`src/rtl/anchor_ebi_wr_rx.sv`:
```
// anchor_ebi_wr_rx: EBI host write receiver with strobe qualification and FWFT output FIFO
module anchor_ebi_wr_rx #(
    parameter int ADDR_W     = 8,
    parameter int DATA_W     = 16,
    parameter int SYNC_FF    = 2,
    parameter int MIN_LOW    = 2,
    parameter int FIFO_DEPTH = 4
) (
    input  logic                          clk,
    input  logic                          rst_n,
    input  logic                          ebi_ncs,
    input  logic                          ebi_nwe,
    input  logic [ADDR_W-1:0]             ebi_addr,
    input  logic [DATA_W-1:0]             ebi_data,
    output logic                          wr_valid,
    input  logic                          wr_ready,
    output logic [ADDR_W-1:0]             wr_addr,
    output logic [DATA_W-1:0]             wr_data,
    output logic [$clog2(FIFO_DEPTH):0]   fifo_level,
    output logic                          ovf,
    input  logic                          ovf_clr
);
    localparam int AW = $clog2(FIFO_DEPTH);
    localparam int LW = AW + 1;
    typedef enum logic [1:0] {IDLE, LOW, COMMIT} state_t;
    logic [SYNC_FF-1:0]             ncs_q, ncs_d, nwe_q, nwe_d, primed_q, primed_d;
    logic [SYNC_FF-1:0][ADDR_W-1:0] apipe_q, apipe_d;
    logic [SYNC_FF-1:0][DATA_W-1:0] dpipe_q, dpipe_d;
    logic                           strobe_s, armed_q, armed_d;
    state_t                         state_q, state_d;
    logic [3:0]                     cnt_q, cnt_d;
    logic [ADDR_W-1:0]              word_addr_q, word_addr_d;
    logic [DATA_W-1:0]              word_data_q, word_data_d;
    logic [ADDR_W-1:0]              mem_addr_q [FIFO_DEPTH];
    logic [DATA_W-1:0]              mem_data_q [FIFO_DEPTH];
    logic [AW-1:0]                  wr_ptr_q, wr_ptr_d, rd_ptr_q, rd_ptr_d;
    logic [LW-1:0]                  level_q, level_d;
    logic                           ovf_q, ovf_d, push_req, push, pop, full;

    assign strobe_s   = ~ncs_q[SYNC_FF-1] & ~nwe_q[SYNC_FF-1];
    assign wr_valid   = level_q != '0;
    assign fifo_level = level_q;
    assign ovf        = ovf_q;
    assign wr_addr    = wr_valid ? mem_addr_q[rd_ptr_q] : '0;
    assign wr_data    = wr_valid ? mem_data_q[rd_ptr_q] : '0;

    // Strobe synchronizers, equal-depth addr/data delay line, and arming after reset:
    // a strobe is only accepted once the chain holds real pin samples showing it inactive.
    always_comb begin
        ncs_d    = {ncs_q[SYNC_FF-2:0], ebi_ncs};
        nwe_d    = {nwe_q[SYNC_FF-2:0], ebi_nwe};
        primed_d = {primed_q[SYNC_FF-2:0], 1'b1};
        apipe_d  = {apipe_q[SYNC_FF-2:0], ebi_addr};
        dpipe_d  = {dpipe_q[SYNC_FF-2:0], ebi_data};
        armed_d  = armed_q | (primed_q[SYNC_FF-1] & ~strobe_s);
    end

    // Strobe qualification FSM: measure low width, latch the word, commit or discard
    always_comb begin
        state_d     = state_q;
        cnt_d       = cnt_q;
        word_addr_d = word_addr_q;
        word_data_d = word_data_q;
        push_req    = 1'b0;
        case (state_q)
            IDLE: if (armed_q && strobe_s) begin
                state_d     = LOW;
                cnt_d       = 4'd1;
                word_addr_d = apipe_q[SYNC_FF-1];
                word_data_d = dpipe_q[SYNC_FF-1];
            end
            LOW: if (strobe_s) begin
                cnt_d       = (cnt_q < 4'(MIN_LOW)) ? cnt_q + 4'd1 : cnt_q;
                word_addr_d = apipe_q[SYNC_FF-1];
                word_data_d = dpipe_q[SYNC_FF-1];
            end else begin
                state_d = (cnt_q >= 4'(MIN_LOW)) ? COMMIT : IDLE;
                cnt_d   = '0;
            end
            COMMIT: begin
                push_req = 1'b1;
                state_d  = IDLE;
            end
            default: state_d = IDLE;
        endcase
    end

    // FIFO pointer/level bookkeeping; a full FIFO still accepts a push when popping
    always_comb begin
        full     = level_q == LW'(FIFO_DEPTH);
        pop      = wr_valid & wr_ready;
        push     = push_req & (~full | pop);
        wr_ptr_d = push ? wr_ptr_q + AW'(1) : wr_ptr_q;
        rd_ptr_d = pop ? rd_ptr_q + AW'(1) : rd_ptr_q;
        level_d  = level_q + LW'(push) - LW'(pop);
        ovf_d    = (push_req & full & ~pop) | (ovf_q & ~ovf_clr);
    end

    // State registers with asynchronous active-low reset
    always_ff @(posedge clk or negedge rst_n) begin
        if (!rst_n) begin
            ncs_q       <= '1;
            nwe_q       <= '1;
            primed_q    <= '0;
            apipe_q     <= '0;
            dpipe_q     <= '0;
            armed_q     <= 1'b0;
            state_q     <= IDLE;
            cnt_q       <= '0;
            word_addr_q <= '0;
            word_data_q <= '0;
            wr_ptr_q    <= '0;
            rd_ptr_q    <= '0;
            level_q     <= '0;
            ovf_q       <= 1'b0;
        end else begin
            ncs_q       <= ncs_d;
            nwe_q       <= nwe_d;
            primed_q    <= primed_d;
            apipe_q     <= apipe_d;
            dpipe_q     <= dpipe_d;
            armed_q     <= armed_d;
            state_q     <= state_d;
            cnt_q       <= cnt_d;
            word_addr_q <= word_addr_d;
            word_data_q <= word_data_d;
            wr_ptr_q    <= wr_ptr_d;
            rd_ptr_q    <= rd_ptr_d;
            level_q     <= level_d;
            ovf_q       <= ovf_d;
        end
    end

    // FIFO storage; outputs are masked while empty so no reset is needed here
    always_ff @(posedge clk) begin
        if (push) begin
            mem_addr_q[wr_ptr_q] <= word_addr_q;
            mem_data_q[wr_ptr_q] <= word_data_q;
        end
    end
endmodule

```
`config.mk`:
```
export PLATFORM = sky130hd
export DESIGN_NAME = anchor_ebi_wr_rx
export DESIGN_NICKNAME = d
export VERILOG_FILES = /design/src/rtl/anchor_ebi_wr_rx.sv
export SDC_FILE = /design/constraint.sdc
export NUM_CORES = 1
export LEC_CHECK = 0
export CORE_AREA = 2 2 112 114
export DETAILED_ROUTE_END_ITERATION = 16
export DIE_AREA = 0 0 114 116
export GPL_ROUTABILITY_DRIVEN = 0
export PLACE_DENSITY = 0.75
export SYNTH_ARGS = -nofsm -noshare
export SYNTH_HDL_FRONTEND = slang
export SYNTH_SLANG_ARGS = --single-unit
```
`constraint.sdc`:
```
create_clock -name clk -period 2.9 [get_ports clk]
set_input_delay 0.58 -clock clk [delete_from_list [all_inputs] [get_ports clk]]
set_output_delay 0.58 -clock clk [all_outputs]
set_load 0.01 [all_outputs]
```
Yosys cells after proc, flatten, opt, wreduce, memory -nomap -nowiden
Memories as Yosys holds them, arrays and structs flattened.
Cells that the tools add are included.
- flip-flop bits (word level): 93
- bits in writable memories: 96
- memories kept: 2
- memories (memory ; depth ; bits a word ; rd ports ; clocked after Yosys merged registers in ; wr ports ; line ; text):
    mem_data_q ; 4 ; 16 ; 1 ; 0 ; 1 ; 35 ; logic [DATA_W-1:0] mem_data_q [FIFO_DEPTH];
    mem_addr_q ; 4 ; 8 ; 1 ; 0 ; 1 ; 34 ; logic [ADDR_W-1:0] mem_addr_q [FIFO_DEPTH];
- $add $sub $neg: 5
- $lt $le $gt $ge: 2
- equal/unequal tests: 7
- muxes and demuxes: 19
- bitwise logic cells: 16
- reductions and logical operators: 7
- operators with widths (cell ; number):
    16-bit 2-to-1 mux ; 3
    16-bit case mux with 2 select lines ; 1
    8-bit 2-to-1 mux ; 3
    8-bit case mux with 2 select lines ; 1
    4-bit 2-to-1 mux ; 3
    4-bit case mux with 2 select lines ; 1
    1-bit AND ; 7
    2-bit 2-to-1 mux ; 3
    2-bit inequality test, second input constant ; 3
    1-bit inverter ; 6
    3-bit AND reduction ; 2
    2-bit by 1-bit adder with 2-bit output, second input constant ; 2
    4-bit by 1-bit adder with 4-bit output, second input constant ; 1
    4-bit by 2-bit greater-or-equal comparator with 1-bit output, second input constant ; 1
    4-bit by 2-bit < comparator with 1-bit output, second input constant ; 1
    2-bit case mux with 2 select lines ; 1
    3-bit by 1-bit adder with 3-bit output ; 1
    3-bit equality test, second input constant ; 1
    1-bit 2-to-1 mux ; 3
    3-bit inequality test, second input constant ; 1
    1-bit bitwise OR ; 3
    3-bit nonzero test ; 1
    3-bit by 1-bit subtractor with 3-bit output ; 1
    2-bit by 1-bit equality test with 1-bit output, second input constant ; 1
    other kinds (5) ; 5

Depth between registers and ports, before layout
- word-level depth: 6
- depth in mapped cells: 8
- mapped depth without buffers: 8

Worst setup path after synthesis
No wires, ideal clock.
- path type: register to register
- start point: register level_q[1] (netlist: fifo_level[1])
- end point: register level_q[2] (netlist: fifo_level[2])
- setup time: 123 ps
- arrival time: 2101 ps
- required time: 2777 ps
- slack: 677 ps
- stages on the path, launching flop included: 9
- buffers on the path: 1
- clock period less this slack: 2223 ps
- cells stage by stage: dfrtp_1 -> or3_1 -> clkbuf_1 -> and2_1 -> ha_1 -> inv_1 -> ha_1 -> fa_1 -> xnor2_1
- cells in the longest elaborated chain, start to end: 6
- ends and longest elaborated chain (what ; line ; text):
    from (decl) ; 37 ; logic [LW-1:0] level_q, level_d;
    from (signal assigned) ; 129 ; level_q <= level_d;
    3-bit nonzero test * ; 41 ; assign wr_valid = level_q != '0;
    1-bit AND * ; 91 ; pop = wr_valid & wr_ready;
    via pop ; 38 ; logic ovf_q, ovf_d, push_req, push, pop, full;
    1-bit bitwise OR ; 92 ; push = push_req & (~full | pop);
    1-bit AND ; 92 ;
    3-bit by 1-bit adder with 3-bit output ; 95 ; level_d = level_q + LW'(push) - LW'(pop);
    3-bit by 1-bit subtractor with 3-bit output * ; 95 ;
    via level_d[2] ; 37 ;
The timed path passes the listed nets; every way through them passes the cells marked *.
A chain may end at the register's enable or synchronous reset.

Worst setup path in the final report
- start point: register rd_ptr_q[0]
- end point: output wr_data[2]
- cells in the longest elaborated chain, start to end: 2
- ends and longest elaborated chain (what ; line ; text):
    from (decl) ; 36 ; logic [AW-1:0] wr_ptr_q, wr_ptr_d, rd_ptr_q, rd_ptr_d;
    from (signal assigned) ; 128 ; rd_ptr_q <= rd_ptr_d;
    memory read 4 x 16 bit ; - ;
    16-bit 2-to-1 mux ; 45 ; assign wr_data = wr_valid ? mem_data_q[rd_ptr_q] : '0;
    to (decl) ; 18 ; output logic [DATA_W-1:0] wr_data,
No other way between the ends.

==> impl_metrics.tcl <==
set metrics [dict create \
    cts_htree_levels 4 \
    synth_cells 333 \
    max-cap-violations 0 \
    synth_fp_nets 372 \
    worst_slew_pin_slew_ns 0.6458 \
    dp_hpwl_mm 6.080 \
    worst-path-max-fanout 12 \
    viasPerCell 5.304 \
    hp-class "input pin to asynchronous set/reset pin" \
    p_per_area_nw_per_um2 874.9 \
    clkTransAtPathRegs_ns 0.06 \
    final_core_util_pct 67.78 \
    cp-end-kind "output port" \
    vias 3018 \
    grt_start_max_net_pins 48 \
    timing.fmax_ghz 0.3543 \
    slew_headroom_pct 56.94 \
    num_rows 40 \
    setup_violations 0 \
    synth_seq_cells 189 \
    cts_tree "built" \
    power.total_w 0.007064 \
    nFillCells 776 \
    critPathLaunchType "flop" \
    synthArstFlopShare_pct 49.21 \
    synth_edf_count 96 \
    insertion_delay_ns 0.41 \
    ys_seq_area_share_pct 77.79 \
    cp_top_family "buffers and inverters" \
    cp_cell_sequence "buf_12 > mux4_2 > and2_1 > clkdlybuf4s50_1" \
    pin_count 59 \
    fp.dieW_um 114 \
    ys_types 38 \
    grt_pass1_wl_mm 16.99 \
    grt_pass1_vias 3276 \
    crit_required_ns 2.32 \
    overflow 0 \
    numCtsBuffers 17 \
    power.leakage_nw 3.039 \
    antenna_cells 0 \
    finalWirelength_mm 10.79 \
    fin_nets 448 \
    cts-root-buf "clkbuf_16" \
    slew_viol_final 0 \
    timing.final.crit_share_pct 97.34 \
    antenna_found_initial 0 \
    fin_setup_tns_ns 0 \
    drt-pass1-iter-count 4 \
    multiInputGateArea_um2 1365 \
    dieArea_um2 13220 \
    synth_warnings 0 \
    fin_skew_ns 0.008114 \
    timing_hold_violations_final 0 \
    area_growth_pct 20.44 \
    path_class "flop to output port" \
    wl_per_cell_um 18.96 \
    clk_path_buf_depth 2 \
    status "finished, final reports clean" \
    cts_num_sinks 189 \
    initial_core_util_pct 56.28 \
    core_area_um2 11910 \
    grt_usage_pct 17.71 \
    syn-cell-area_um2 6704 \
    final_cell_mix "edfxtp_1, dfrtp_1, clkdlybuf4s50_1" \
    register_area_um2 5216 \
    drive_gt1_share_pct 18.25 \
    max_stage_delay_ns 0.52 \
    cp_slowest_cell "mux4_2" \
    ys.flop_type "edfxtp_1" \
    ir_drop_uv 398.6 \
    io_buffer_count 58 \
    finalCriticalPeriod_ns 2.823 \
    die_h_um 116 \
    route.detailed.drc 0 \
    ant_nets 0 \
    final_common_cell "edfxtp_1" \
    path_buf_inv 2 \
    arrival_ns 2.24 \
    drt_iter0_markers 179 \
    syn-mean-instance-area_um2 20.13 \
]
==> registers in the layout, indices dropped and copies added, names as in the netlist, 3 cells and up <==
register     cells
mem_data_q      64
mem_addr_q      32
dpipe_d         16
dpipe_q         16
word_data_q     16
apipe_d          8
apipe_q          8
word_addr_q      8
cnt_q            4
fifo_level       3
==> routing by layer <==
| layer | GRT usage (%) | wire length [um] | vias up |
|---|---|---|---|
| met3 | 4.550 | 477 | 5 |
| met2 | 29.80 | 5666 | 72 |
| li1 | - | - | 1385 |
| met4 | 5.854 | 74 | 0 |
| met1 | 22.95 | 4568 | 1556 |
| met5 | 0 | 0 | - |
==> path summary, 6_finish.rpt <==
| check | endpoint | cells after the start | startpoint | slack [ns] |
|---|---|---|---|---|
| max in group asynchronous | nwe_q[1] | 2 | rst_n | 1.99 |
| hold reg to reg | dpipe_q[26] | 0 | dpipe_d[26] | 0.35 |
| setup reg to reg | fifo_level[2] | 8 | fifo_level[1] | 0.53 |
| min in group clk | dpipe_q[26] | 0 | dpipe_d[26] | 0.35 |
| setup / recovery | wr_data[2] | 4 | rd_ptr_q[0] | 0.08 |
| hold / removal | dpipe_d[17] | 1 | rst_n | 0.19 |
==> cell families after synthesis <==
logic type | after synthesis | share of synthesized area (%)
xor gates and xnor gates | 5 | 0.6533
buffers and inverters | 24 | 1.848
adders and majority gates | 9 | 1.792
and+or+nand+nor | 47 | 4.610
DFF | 189 | 77.79
AOI/OAI and AO/OA | 9 | 0.9333
muxes | 49 | 12.32
other | 1 | 0.05594
==> stage by stage <==
stage	worst slack [ns]	hold WS (ns)	instance area, um^2	cells
after CTS	0.01163	0.2051	8041	567
after global routing	-0.005792	0.2242	8074	569
after global placement	0.1536	0.3322	7485	535
after floorplan	0.6769	0.2844	6704	333
after detailed placement	0.07374	0.3347	7485	535
final	0.07726	0.1901	8074	569
==> synth_stat cells, types with 2 or more instances <==
cell      count  area [um^2]
a41oi_1       2        17.52
and2_1       29        181.4
buf_2         3        15.01
buf_4         4        30.03
buf_6         2        22.52
clkbuf_1      4        15.01
dfrtp_1      89         2227
dfstp_2       4        105.1
edfxtp_1     96         2883
ha_1          8        100.1
inv_1        10        37.54
mux2_1       24        270.3
mux4_2       24        540.5
nand2b_1      2        12.51
nor2_1        3        11.26
nor2b_1       2        12.51
nor3_1        2        10.01
o21ai_0       2        10.01
xnor2_1       3        26.28
xor2_1        2        17.52
==> worst register-to-register path, stage by stage, from the launching register on <==
cell and delay, ns:
dfrtp_1 0.43, or3_1 0.38, buf_4 0.23, and2_1 0.22
ha_1 0.27, inv_1 0.04, ha_1 0.18, fa_1 0.37
xnor2_1 0.14
==> timing repair <==
item                                    CTS  global route
setup buffers                             0             1
hold buffers                              0             0
resized for setup                         0             0
endpoints found under the setup margin    0            12
==> area by class of cell <==
| cell class | count | area share [%] |
|---|---|---|
| Clock buffer | 19 | 5.486 |
| Inverter | 11 | 0.5114 |
| Multi-Input combinational cell | 120 | 16.91 |
| Timing Repair Buffer | 70 | 8.802 |
| Tap cell | 147 | 2.278 |
| Clock inverter | 13 | 1.410 |
| Sequential cell | 189 | 64.61 |
==> power by group <==
part           switching [W]  total [W]  leakage [nW]  internal (W)
Clock               0.000942    0.00215         0.275       0.00121
Combinational       0.000703    0.00173         0.807       0.00103
Sequential          0.000145    0.00318          1.96       0.00304
No activity file was read; power rests on OpenSTA's default activity.
